[src/rtl/sprite_compositor.sv]
// sprite_compositor
// Turns the scan position and sprite positions into sprite ROM byte addresses,
// then composites the returned RGB565 words over the background. The stage
// state travels alongside the ROM read, and each pixel strobe yields one
// registered output pixel. Sticky per-frame collision flags are kept for the
// game logic.
module sprite_compositor #(
    parameter int          BALL_W   = 16,
    parameter int          BALL_H   = 16,
    parameter int          BAR_W    = 16,
    parameter int          BAR_H    = 64,
    parameter int          RD_LAT   = 4,
    parameter logic [15:0] TKEY     = 16'hF81F,
    parameter logic [15:0] BG_COLOR = 16'h0000
) (
    input  logic        clk,
    input  logic        rst_n,
    input  logic        pix_en,
    input  logic [10:0] hcnt,
    input  logic [10:0] vcnt,
    input  logic        video_on,
    input  logic        frame_start,
    input  logic [9:0]  ball_x,
    input  logic [9:0]  ball_y,
    input  logic [9:0]  bar_a_x,
    input  logic [9:0]  bar_a_y,
    input  logic [9:0]  bar_b_x,
    input  logic [9:0]  bar_b_y,
    output logic [8:0]  addr,
    output logic [10:0] addr_bar_a,
    output logic [10:0] addr_bar_b,
    input  logic [15:0] data_ball,
    input  logic [15:0] data_bar_a,
    input  logic [15:0] data_bar_b,
    output logic [15:0] rgb_out,
    output logic        rgb_valid,
    output logic        ball_hit_a,
    output logic        ball_hit_b
);

    // Everything is widened to 12 bits so that a box ending past column 1023
    // does not wrap around and falsely match small columns.
    logic [11:0] w_h;
    logic [11:0] w_v;
    logic [11:0] w_ballX;
    logic [11:0] w_ballY;
    logic [11:0] w_barAX;
    logic [11:0] w_barAY;
    logic [11:0] w_barBX;
    logic [11:0] w_barBY;

    assign w_h     = {1'b0, hcnt};
    assign w_v     = {1'b0, vcnt};
    assign w_ballX = {2'b00, ball_x};
    assign w_ballY = {2'b00, ball_y};
    assign w_barAX = {2'b00, bar_a_x};
    assign w_barAY = {2'b00, bar_a_y};
    assign w_barBX = {2'b00, bar_b_x};
    assign w_barBY = {2'b00, bar_b_y};

    // In-box flags already include video_on, so blanking suppresses both the
    // address and everything downstream that depends on the flags.
    logic w_inBall;
    logic w_inA;
    logic w_inB;

    assign w_inBall = video_on
                   && (w_h >= w_ballX) && (w_h < w_ballX + 12'(BALL_W))
                   && (w_v >= w_ballY) && (w_v < w_ballY + 12'(BALL_H));
    assign w_inA    = video_on
                   && (w_h >= w_barAX) && (w_h < w_barAX + 12'(BAR_W))
                   && (w_v >= w_barAY) && (w_v < w_barAY + 12'(BAR_H));
    assign w_inB    = video_on
                   && (w_h >= w_barBX) && (w_h < w_barBX + 12'(BAR_W))
                   && (w_v >= w_barBY) && (w_v < w_barBY + 12'(BAR_H));

    // Linear pixel index inside each sprite; the byte address is twice that.
    logic [11:0] w_ballLin;
    logic [11:0] w_barALin;
    logic [11:0] w_barBLin;

    assign w_ballLin = (w_v - w_ballY) * 12'(BALL_W) + (w_h - w_ballX);
    assign w_barALin = (w_v - w_barAY) * 12'(BAR_W)  + (w_h - w_barAX);
    assign w_barBLin = (w_v - w_barBY) * 12'(BAR_W)  + (w_h - w_barBX);

    logic [8:0]  r_addrBall;
    logic [10:0] r_addrA;
    logic [10:0] r_addrB;

    // Update the ROM addresses only on a pixel strobe so they stay stable for
    // the two clocks the ROM controller needs between strobes.
    always_ff @(posedge clk or negedge rst_n) begin
        if (!rst_n) begin
            r_addrBall <= '0;
            r_addrA    <= '0;
            r_addrB    <= '0;
        end else if (pix_en) begin
            r_addrBall <= w_inBall ? {w_ballLin[7:0], 1'b0} : 9'd0;
            r_addrA    <= w_inA    ? {w_barALin[9:0], 1'b0} : 11'd0;
            r_addrB    <= w_inB    ? {w_barBLin[9:0], 1'b0} : 11'd0;
        end
    end

    // Delay line entry layout: {pix_en, video_on, in_ball, in_a, in_b}.
    logic [4:0]              w_dlyIn;
    logic [RD_LAT-1:0][4:0]  r_dly;
    logic [4:0]              w_tap;

    assign w_dlyIn = {pix_en, video_on, w_inBall, w_inA, w_inB};
    assign w_tap   = r_dly[RD_LAT-1];

    // Carry the stage-0 context forward every clock so it lines up with the
    // ROM words arriving RD_LAT clocks after the address update.
    always_ff @(posedge clk or negedge rst_n) begin
        if (!rst_n) begin
            r_dly <= '0;
        end else begin
            r_dly <= {r_dly[RD_LAT-2:0], w_dlyIn};
        end
    end

    logic w_tPix;
    logic w_tVid;
    logic w_opBall;
    logic w_opA;
    logic w_opB;

    assign w_tPix   = w_tap[4];
    assign w_tVid   = w_tap[3];
    assign w_opBall = w_tap[2] && (data_ball  != TKEY);
    assign w_opA    = w_tap[1] && (data_bar_a != TKEY);
    assign w_opB    = w_tap[0] && (data_bar_b != TKEY);

    logic [15:0] w_pixel;

    // Fixed priority: ball over bar A over bar B over background; blanking wins.
    always_comb begin
        w_pixel = BG_COLOR;
        if (!w_tVid) begin
            w_pixel = 16'h0000;
        end else if (w_opBall) begin
            w_pixel = data_ball;
        end else if (w_opA) begin
            w_pixel = data_bar_a;
        end else if (w_opB) begin
            w_pixel = data_bar_b;
        end
    end

    logic [15:0] r_rgb;
    logic        r_rgbValid;

    // Register the composited pixel; it holds until the next strobe arrives.
    always_ff @(posedge clk or negedge rst_n) begin
        if (!rst_n) begin
            r_rgb      <= '0;
            r_rgbValid <= 1'b0;
        end else begin
            r_rgbValid <= w_tPix;
            if (w_tPix) begin
                r_rgb <= w_pixel;
            end
        end
    end

    logic w_setA;
    logic w_setB;
    logic r_hitA;
    logic r_hitB;

    assign w_setA = w_tPix && w_opBall && w_opA;
    assign w_setB = w_tPix && w_opBall && w_opB;

    // Sticky collision flags; a hit landing on the frame_start clock is kept.
    always_ff @(posedge clk or negedge rst_n) begin
        if (!rst_n) begin
            r_hitA <= 1'b0;
            r_hitB <= 1'b0;
        end else begin
            if (w_setA) begin
                r_hitA <= 1'b1;
            end else if (frame_start) begin
                r_hitA <= 1'b0;
            end
            if (w_setB) begin
                r_hitB <= 1'b1;
            end else if (frame_start) begin
                r_hitB <= 1'b0;
            end
        end
    end

    assign addr       = r_addrBall;
    assign addr_bar_a = r_addrA;
    assign addr_bar_b = r_addrB;
    assign rgb_out    = r_rgb;
    assign rgb_valid  = r_rgbValid;
    assign ball_hit_a = r_hitA;
    assign ball_hit_b = r_hitB;

endmodule

[config.mk]
export PLATFORM = sky130hd
export DESIGN_NAME = sprite_compositor
export DESIGN_NICKNAME = d
export VERILOG_FILES = /design/src/rtl/sprite_compositor.sv
export SDC_FILE = /design/constraint.sdc
export NUM_CORES = 1
export LEC_CHECK = 0
export CORE_MARGIN = 2
export CORE_UTILIZATION = 45
export DETAILED_ROUTE_END_ITERATION = 10
export HOLD_SLACK_MARGIN = 0.1
export PLACE_DENSITY = 0.86
export REMOVE_ABC_BUFFERS = 1
export SYNTH_ARGS = -nofsm -noshare
export SYNTH_HDL_FRONTEND = slang
export SYNTH_SLANG_ARGS = --single-unit
export TNS_END_PERCENT = 1
[constraint.sdc]
create_clock -name clk -period 3.6 [get_ports clk]
set_clock_uncertainty 0.1 [all_clocks]
set_input_delay 0.54 -clock clk [delete_from_list [all_inputs] [get_ports clk]]
set_output_delay 0.54 -clock clk [all_outputs]
set_load 0.05 [all_outputs]
==> results of run 1 <==
## final timing paths
kind	start	end	cells past startpoint
max in group asynchronous	rst_n	r_dly[2]	3
worst min register to register	r_dly[2]	r_dly[7]	0
min in group asynchronous	rst_n	ball_hit_b	2
worst max-delay path	vcnt[0]	addr_bar_b[10]	13
worst max register to register	w_tap[0]	rgb_out[14]	4
worst min-delay path	r_dly[2]	r_dly[7]	0
## layer usage
metal / up-vias / routed length, um
li1: 3282 / -
met1: 3187 / 8382
met2: 288 / 10620
met3: 56 / 1507
met4: 0 / 759
met5: - / 0
## report_power, final
| group | leakage [nW] | internal [mW] | switching [mW] |
|---|---|---|---|
| Sequential | 0.903 | 0.783 | 0.0167 |
| Combinational | 3.46 | 0.729 | 0.767 |
| Clock | 0.146 | 0.569 | 0.299 |
## worst max-delay path, stage by stage
cell and delay (ns):
clkdlybuf4s50_1 0.42, inv_2 0.08, ha_2 0.20, inv_1 0.06, fa_2 0.53, fa_1 0.41
ha_1 0.35, o21ai_2 0.09, o21bai_1 0.12, a2111oi_2 0.32, nor3_1 0.10, xor2_1 0.17
o31ai_1 0.25
## synth_stat cells (10+ instances only)
cell / n
a21oi_1: 41
fa_1: 22
nor2_1: 33
nand2_1: 52
o2bb2ai_1: 21
nand3_1: 41
a21o_1: 13
nor3_1: 13
inv_1: 98
ha_1: 126
dfrtp_1: 67
o211ai_1: 10
xnor2_1: 39
xor2_1: 11
nand4_1: 13
o31ai_1: 11
o21ai_0: 29
clkbuf_1: 10
## sequential cells by signal, summed over array words and instances, names as in the netlist
register,count
addr_bar_b,10
rgb_out,16
ball_hit_a,1
addr_bar_a,10
addr,8
ball_hit_b,1
rgb_valid,1
w_tap,5
r_dly,15
## repair_timing
action | CTS | global route
hold buffers | 1 | 0
resized for setup | 3 | 15
pin swaps | 1 | 8
hold endpoints to repair | 19 | 0
cloned | 0 | 0
setup endpoints to repair | 1 | 4
## area by class of cell
cell class	instances	area share [%]
clock buffers	13	2.629
inverters	99	3.754
repair buffers	241	22.83
clock inverters	2	0.3539
flip-flops and latches	67	16.94
well taps	211	2.667
multi-input cells	592	50.83
## cell families (layout without fill, tap and decap cells)
kind of cell	Yosys count	in the layout	synth area share (%)
and+or+nand+nor	192	192	13.66
xor gates and xnor gates	50	50	6.177
AOI/OAI and AO/OA	199	199	21.27
DFF	67	67	23.65
other	1	3	0.05290
adders and majority gates	148	148	28.45
buffers and inverters	118	355	6.742
## metrics by stage
step                      power (mW)  setup TNS, ns  cells  setup slack [ns]  util, %
final                          3.164              0   1225           0.08841    64.64
after global routing           3.385       -0.08659   1225          -0.05329    64.64
after CTS                      3.123              0   1225           0.01335    64.11
after detailed placement       2.231         -1.543   1209           -0.4269    62.06
after global placement         2.187        -0.9431   1209           -0.2850    62.06
after floorplan                1.667              0    758            0.2577        -
==> results.yml, run 1 <==
clock_tree:
  worstSkewPairLatency_ns: 0.32
  cts_setup_buffers: 0
  clockRootBuffer: "clkbuf_16"
  cts_tree: "yes"
  cts_made_buffers: 9
  clk_pin_slew_worst_paths_ns: 0.05
  cts_max_level: 3
  clock-sinks: 67
  clk_path_buf_depth: 2
synthesis:
  synth_top_area_share_pct: 23.65
  synth.top_cells.by_area: "dfrtp_1 24%, ha_1 22%, fa_1 6.2%, inv_1 5.2%, xnor2_1 4.8%"
  yosysSeqAreaShare_pct: 23.65
  syn_inst: 775
  ys.flop_type: "dfrtp_1"
  syn_area_sq_um: 7089
  yosys.cell_types.count: 60
  yosysWarnings: 0
  synth-async-reset-ratio_pct: 100.0
  avgSynthCellArea_sq_um: 9.147
  synth_edf_count: 0
  synth_area_leader_cell: "dfrtp_1"
  synth-seq-cells: 67
global_route:
  gr-total-overflow: 0
  met1_usage_pct: 28.99
  antenna_found_initial: 1
  grt_most_used_layer: "met2"
  grt_usage_pct: 25.09
  grt_use_met3_pct: 4.294
  grt_pass1_wl_mm: 33.09
  grt_max_degree: 29
  first_global_vias: 6800
  use_met2_pct: 46.19
power_and_ir_drop:
  cellLeakagePower_nw: 4.512
  power_density_nw_per_um2: 319.6
  irDropWorstVdd_mv: 0.2139
timing:
  final_max_slew_viol_count: 0
  tightest_slew_ns: 0.5708
  relSlewSlack_pct: 61.85
  finalHoldViolations: 0
  setup_violations: 0
  fin_crit_ns: 3.512
  rsz0062_at_grt: "yes"
  period_share_pct: 97.54
  finalHoldWorstSlack_ns: 0.2415
  max_freq_mhz: 284.8
critical_path:
  ff2ff_setup_slack_ns: 1.93
  worstPathMaxFanout: 3
  cp-start-kind: "input port"
  worst-setup-path-type: "in2reg"
  crit_path_end_kind: "flop"
  worstPathRequired_ns: 3.72
  cp.arrival_ns: 3.63
worst_hold_path:
  hp-class: "reg2reg"
status:
  status: "finished clean"
drt:
  dr.pass1.iters: 5
  vias: 6813
  drtIter0Drc: 350
  drt.antenna.violating_nets: 0
  wl_mm: 21.27
  drc: 0
  wl_per_cell_um: 17.36
  viasPerCell: 5.562
floorplanning:
  start_util_pct: 46.29
  die_w_um: 129.5
  die_area_sq_um: 16770
  die_y_um: 129.5
  core_area_sq_um: 15310
  num_rows: 45
  ios: 185
layout:
  final_common_cell: "clkdlybuf4s50_1"
  drive_above_1_share_pct: 10.55
  n_antenna_cell: 0
  fin_area_sq_um: 9899
  num-nets-final: 1293
  area_growth_pct: 39.64
  layout.area.seq_sq_um: 1677
  fill_cells: 1243
  final_cell_mix: "180 x clkdlybuf4s50_1, 122 x ha_1, 97 x inv_1"
  multiInputGateArea_sq_um: 5032
placement:
  dpl.hpwl_mm: 17.94
  gp_congestion: 0.9868
  io_buffers: 181
  place_area_sq_um: 9504
flow_run:
  max_cap_violations: 0
Note: power is estimated with default switching activity, not from simulation.
==> run 2, diff against run 1 <==
--- a/config.mk
+++ b/config.mk
@@ -9,5 +9,5 @@
 export CORE_UTILIZATION = 45
 export DETAILED_ROUTE_END_ITERATION = 10
-export HOLD_SLACK_MARGIN = 0.1
+export HOLD_SLACK_MARGIN = 0.06
 export PLACE_DENSITY = 0.86
 export REMOVE_ABC_BUFFERS = 1
==> constraint.sdc (replaced) <==
create_clock -name clk -period 3.6 [get_ports clk]
set_clock_uncertainty 0.1 [all_clocks]
set_input_delay 0.72 -clock clk [delete_from_list [all_inputs] [get_ports clk]]
set_output_delay 0.72 -clock clk [all_outputs]
set_load 0.05 [all_outputs]
==> run 2 against run 1 <==
Compared with the run above: wire length up 0.41%; via count up 0.63%; sequential cell count unchanged; total power up 3.4%; clock power up 2%; combinational power up 6%; non-clock buffer count up 11; highest routed layer unchanged; global-route usage up 0.33 points; utilization up 1.3 points; largest power group unchanged.
==> results.yml, run 2 (same netlist as run 1, synthesis figures left out) <==
timing:
  setup_violations: 0
  finalSetupTns_ns: 0
  tightest_slew_ns: 0.8072
  fin_crit_ns: 3.578
  max_freq_mhz: 279.5
  finalHoldViolations: 0
  period_share_pct: 99.39
  relSlewSlack_pct: 46.19
  rsz0062_at_grt: "yes"
  final_max_slew_viol_count: 0
critical_path:
  worst-setup-path-type: "in2reg"
  cp_slowest_cell: "clkdlybuf4s50_1"
  r2r_end: "rgb_out[14]"
  rr_startpoint: "w_tap[0]"
  cp_cell_sequence: "clkdlybuf4s50_1, inv_1, ha_1, buf_4, nand3b_1, nand2_1, xor2_1, fa_1, ha_1, buf_4, nor3_4, nor3_2, xor2_1, o31ai_1"
  ff2ff_setup_slack_ns: 1.91
  reg2reg_depth: 4
  max_stage_delay_ns: 0.49
  crit_path_end_kind: "flop"
  worstPathMaxFanout: 5
  cp-startpoint: "bar_b_y[2]"
  worstPathRequired_ns: 3.72
  cp-start-kind: "input port"
  cp.arrival_ns: 3.70
placement:
  io_buffers: 181
  dpl.hpwl_mm: 17.61
  gp_congestion: 0.9171
drt:
  drc: 0
  viasPerCell: 5.542
  wl_per_cell_um: 17.27
  vias: 6856
  drtIter0Drc: 352
  drt.antenna.violating_nets: 0
  dr.pass1.iters: 5
  wl_mm: 21.36
power_and_ir_drop:
  irDropWorstVdd_mv: 0.1936
  power_density_nw_per_um2: 324.1
  finalPower_mw: 3.272
  cellLeakagePower_nw: 4.622
clock_tree:
  cts_made_buffers: 9
  clockRootBuffer: "clkbuf_16"
  clk_pin_slew_worst_paths_ns: 0.06
  worstSkewPairLatency_ns: 0.33
  cts_max_level: 3
  clk_path_buf_depth: 2
  ctsHoldBuffers: 0
  clock-sinks: 67
  cts_tree: "yes"
floorplanning:
  ios: 185
  die_w_um: 129.5
  die_y_um: 129.5
  core_area_sq_um: 15310
  die_area_sq_um: 16770
  num_rows: 45
  start_util_pct: 46.29
global_route:
  grt_usage_pct: 25.42
  grt_pass1_wl_mm: 33.64
  grt_max_degree: 37
  antenna_found_initial: 0
  first_global_vias: 7115
  gr-total-overflow: 0
layout:
  multiInputGateArea_sq_um: 5132
  n_antenna_cell: 0
  largest_register_ff_count: 16
  drive_above_1_share_pct: 12.87
  layout.area.seq_sq_um: 1677
  area_growth_pct: 42.45
  fill_cells: 1214
  final_common_cell: "clkdlybuf4s50_1"
  final_cell_mix: "176 x clkdlybuf4s50_1, 118 x ha_1, 97 x inv_1"
  num-nets-final: 1304
  fin_util_pct: 65.94
worst_hold_path:
  hp-class: "reg2reg"
  hold_start: "r_dly[12]"
  hold_end: "w_tap[2]"
  hold_depth: 0
flow_run:
  max_cap_violations: 0
status:
  status: "finished clean"
-- run 2: cell types whose count changed in the layout (fill, tap and decap cells not counted), sizes merged --
cell	change
buf	+12
clkbuf	-3
clkdlybuf4s50	-4
clkinv	+3
clkinvlp	+1
dlygate4sd3	-1
dlymetal6s2s	+4
-- run 2: worst max path at each step --
stage,endpoint,slack [ns],depth (start not counted)
final,addr_bar_b[10],0.02,14
after floorplan,addr_bar_b[10],0.08,13
after detailed placement,addr_bar_b[10],-0.58,14
after global routing,addr_bar_b[9],-0.1,14
after CTS,addr_bar_a[10],-0.003,16
after global placement,addr_bar_b[10],-0.45,14
-- run 2: worst max-delay path: cells and delay by family --
kind,cells,cell delay [ns]
and+or+nand+nor,4,0.41
buffers and inverters,4,0.87
xor gates and xnor gates,2,0.38
AOI/OAI and AO/OA,1,0.24
adders and majority gates,3,1.09
-- run 2: cell type report --
class | count | area share (%)
clock inverter | 6 | 0.6443
timing repair buffer | 252 | 23.27
sequential | 67 | 16.60
inverter | 99 | 3.680
tap | 211 | 2.614
multi-input combinational | 592 | 50.82
clock buffer | 10 | 2.367
-- run 2: timing repair --
item	4_1_cts	5_1_grt
endpoints found under the setup margin	4	6
gates resized for setup	20	15
setup buffers	0	0
gates cloned	0	0
pin swaps	8	17
-- run 2: through the flow --
stage,cells,setup slack (ns),cell area (sq um),hold WS [ns]
after global placement,1221,-0.4482,9594,0.2322
after floorplan,758,0.07774,6990,0.2312
after detailed placement,1221,-0.5839,9594,0.2347
final,1237,0.02185,10100,0.2452
after global routing,1237,-0.09843,10100,0.2514
after CTS,1237,-0.003131,10010,0.2453
-- run 2: power breakdown --
group / switching, mW / total [mW] / leakage [nW] / internal, mW
clock: 0.330 / 0.884 / 0.148 / 0.554
sequential: 0.0170 / 0.800 / 0.903 / 0.783
combinational: 0.802 / 1.59 / 3.57 / 0.787
total: 1.15 / 3.27 / 4.62 / 2.12
-- run 2: metal layers --
metal	share of wire, %	global-route usage, %
met3	6.4	5.244
met5	0	0
met4	4.3	12.21
met1	40	28.44
met2	49	46.07
==> run 3, diff against run 2 <==
- CAP_MARGIN: unset -> 20
- CORE_ASPECT_RATIO: unset -> 0.8
==> run 3 against run 2 <==
Compared with the run above: global-route usage increased by 0.053 points; critical path depth unchanged; die area about the same; sequential cell count unchanged; worst hold slack got worse by 0.0044 ns; cell count increased by 0.73%.
==> results.yml, run 3 (same netlist as run 1, synthesis figures left out) <==
status:
  status: "finished clean"
power_and_ir_drop:
  power_density_nw_per_um2: 329.1
  cellLeakagePower_nw: 4.627
  irDropWorstVdd_mv: 0.2352
  finalPower_mw: 3.329
drt:
  wl_per_cell_um: 17.16
  viasPerCell: 5.520
  vias: 6878
  wl_mm: 21.38
  drtIter0Drc: 463
  drc: 0
  drt.antenna.violating_nets: 0
  dr.pass1.iters: 5
layout:
  n_antenna_cell: 0
  fin_cells: 1246
  largest_register_ff_count: 16
  multiInputGateArea_sq_um: 5084
  num-nets-final: 1309
  fin_util_pct: 64.85
  layout.area.seq_sq_um: 1677
  final_common_cell: "clkdlybuf4s50_1"
  fill_cells: 1291
  final_cell_mix: "176 x clkdlybuf4s50_1, 118 x ha_1, 96 x inv_1"
  drive_above_1_share_pct: 13.19
  area_growth_pct: 42.66
worst_hold_path:
  hp-class: "reg2reg"
floorplanning:
  ios: 185
  die_y_um: 116.3
  core_area_sq_um: 15600
  die_w_um: 144.3
  die_area_sq_um: 16780
  start_util_pct: 45.46
  num_rows: 41
critical_path:
  cp-start-kind: "input port"
  cp_cell_sequence: "dlymetal6s2s_1, inv_2, buf_4, ha_2, inv_2, fa_2, fa_2, ha_4, nand3_1, o211ai_1, o41ai_2, xnor2_1, nand2_1, o2bb2ai_1"
  max_stage_delay_ns: 0.61
  cp_slowest_cell: "fa_2"
  worstPathRequired_ns: 3.75
  crit_path_end_kind: "flop"
  worst-setup-path-type: "in2reg"
  cp.arrival_ns: 3.60
  worstPathMaxFanout: 6
timing:
  tightest_slew_ns: 0.8182
  period_share_pct: 95.95
  finalHoldViolations: 0
  final_max_slew_viol_count: 0
  fin_crit_ns: 3.454
  max_freq_mhz: 289.5
  setup_violations: 0
  relSlewSlack_pct: 45.45
clock_tree:
  worstSkewPairLatency_ns: 0.32
  clk_path_buf_depth: 2
  cts_made_buffers: 9
  clockRootBuffer: "clkbuf_16"
  ctsHoldBuffers: 0
  cts_tree: "yes"
  clock-sinks: 67
  cts_max_level: 3
  clk_pin_slew_worst_paths_ns: 0.06
global_route:
  grt_usage_pct: 25.47
  first_global_vias: 6730
  gr-total-overflow: 0
  grt_max_degree: 68
  antenna_found_initial: 0
  grt_pass1_wl_mm: 33.46
placement:
  gp_congestion: 0.9806
  place_inst: 1228
  dpl.hpwl_mm: 17.79
  io_buffers: 181
flow_run:
  max_cap_violations: 0
[run 3: metal layers]
layer  track usage, %  share of wire (%)  vias up
li1                 -                  -     3322
met1            36.43                 47     3278
met2            39.46                 44      246
met4            5.696                1.5        0
met5                0                  0        -
met3            5.945                7.5       32
[run 3: cell type report]
cell class	instances	area share, %
multi-input combinational	592	50.27
timing repair buffer	257	23.61
sequential	67	16.58
inverter	99	3.674
tap	215	2.660
clock buffer	9	2.227
clock inverter	7	0.9897
[run 3: what timing repair did]
action,4_1_cts,5_1_grt
pin swaps,10,16
setup endpoints to repair,5,8
resized for setup,15,18
setup buffers,1,1
[run 3: power by group]
part | total [mW] | internal, mW | switching [mW] | leakage (nW)
Sequential | 0.800 | 0.783 | 0.0168 | 0.903
Clock | 0.937 | 0.609 | 0.328 | 0.148
Combinational | 1.59 | 0.782 | 0.810 | 3.58
[run 3: final timing paths]
path                       startpoint       endpoint  slack, ns  cells past startpoint
max                           vcnt[0]  addr_bar_a[9]       0.15                     14
min                         r_dly[10]       w_tap[0]       0.24                      0
max reg2reg                  w_tap[0]    rgb_out[14]       1.83                      4
min reg2reg                 r_dly[10]       w_tap[0]       0.24                      0
max in group asynchronous       rst_n  addr_bar_b[1]       2.38                      2
min in group asynchronous       rst_n     rgb_out[5]       0.47                      2
[run 3: stage by stage]
stage / hold WS [ns] / TNS, ns / setup slack [ns] / area [sq um]
final: 0.2408 / 0 / 0.1460 / 10110
after global routing: 0.2525 / -0.02224 / -0.02224 / 10110
after CTS: 0.2429 / -0.01709 / -0.01709 / 10020
after detailed placement: 0.2347 / -3.496 / -0.5346 / 9622
after global placement: 0.2335 / -2.686 / -0.4692 / 9622
after floorplan: 0.2312 / 0 / 0.07774 / 6990
[run 3: critical path: cells and delay by family]
| kind | cells | cell delay, ns |
|---|---|---|
| fa+ha+maj | 4 | 1.47 |
| buf+inv | 4 | 0.39 |
| xor+xnor | 1 | 0.17 |
| simple gates | 2 | 0.15 |
| compound gates | 3 | 0.70 |
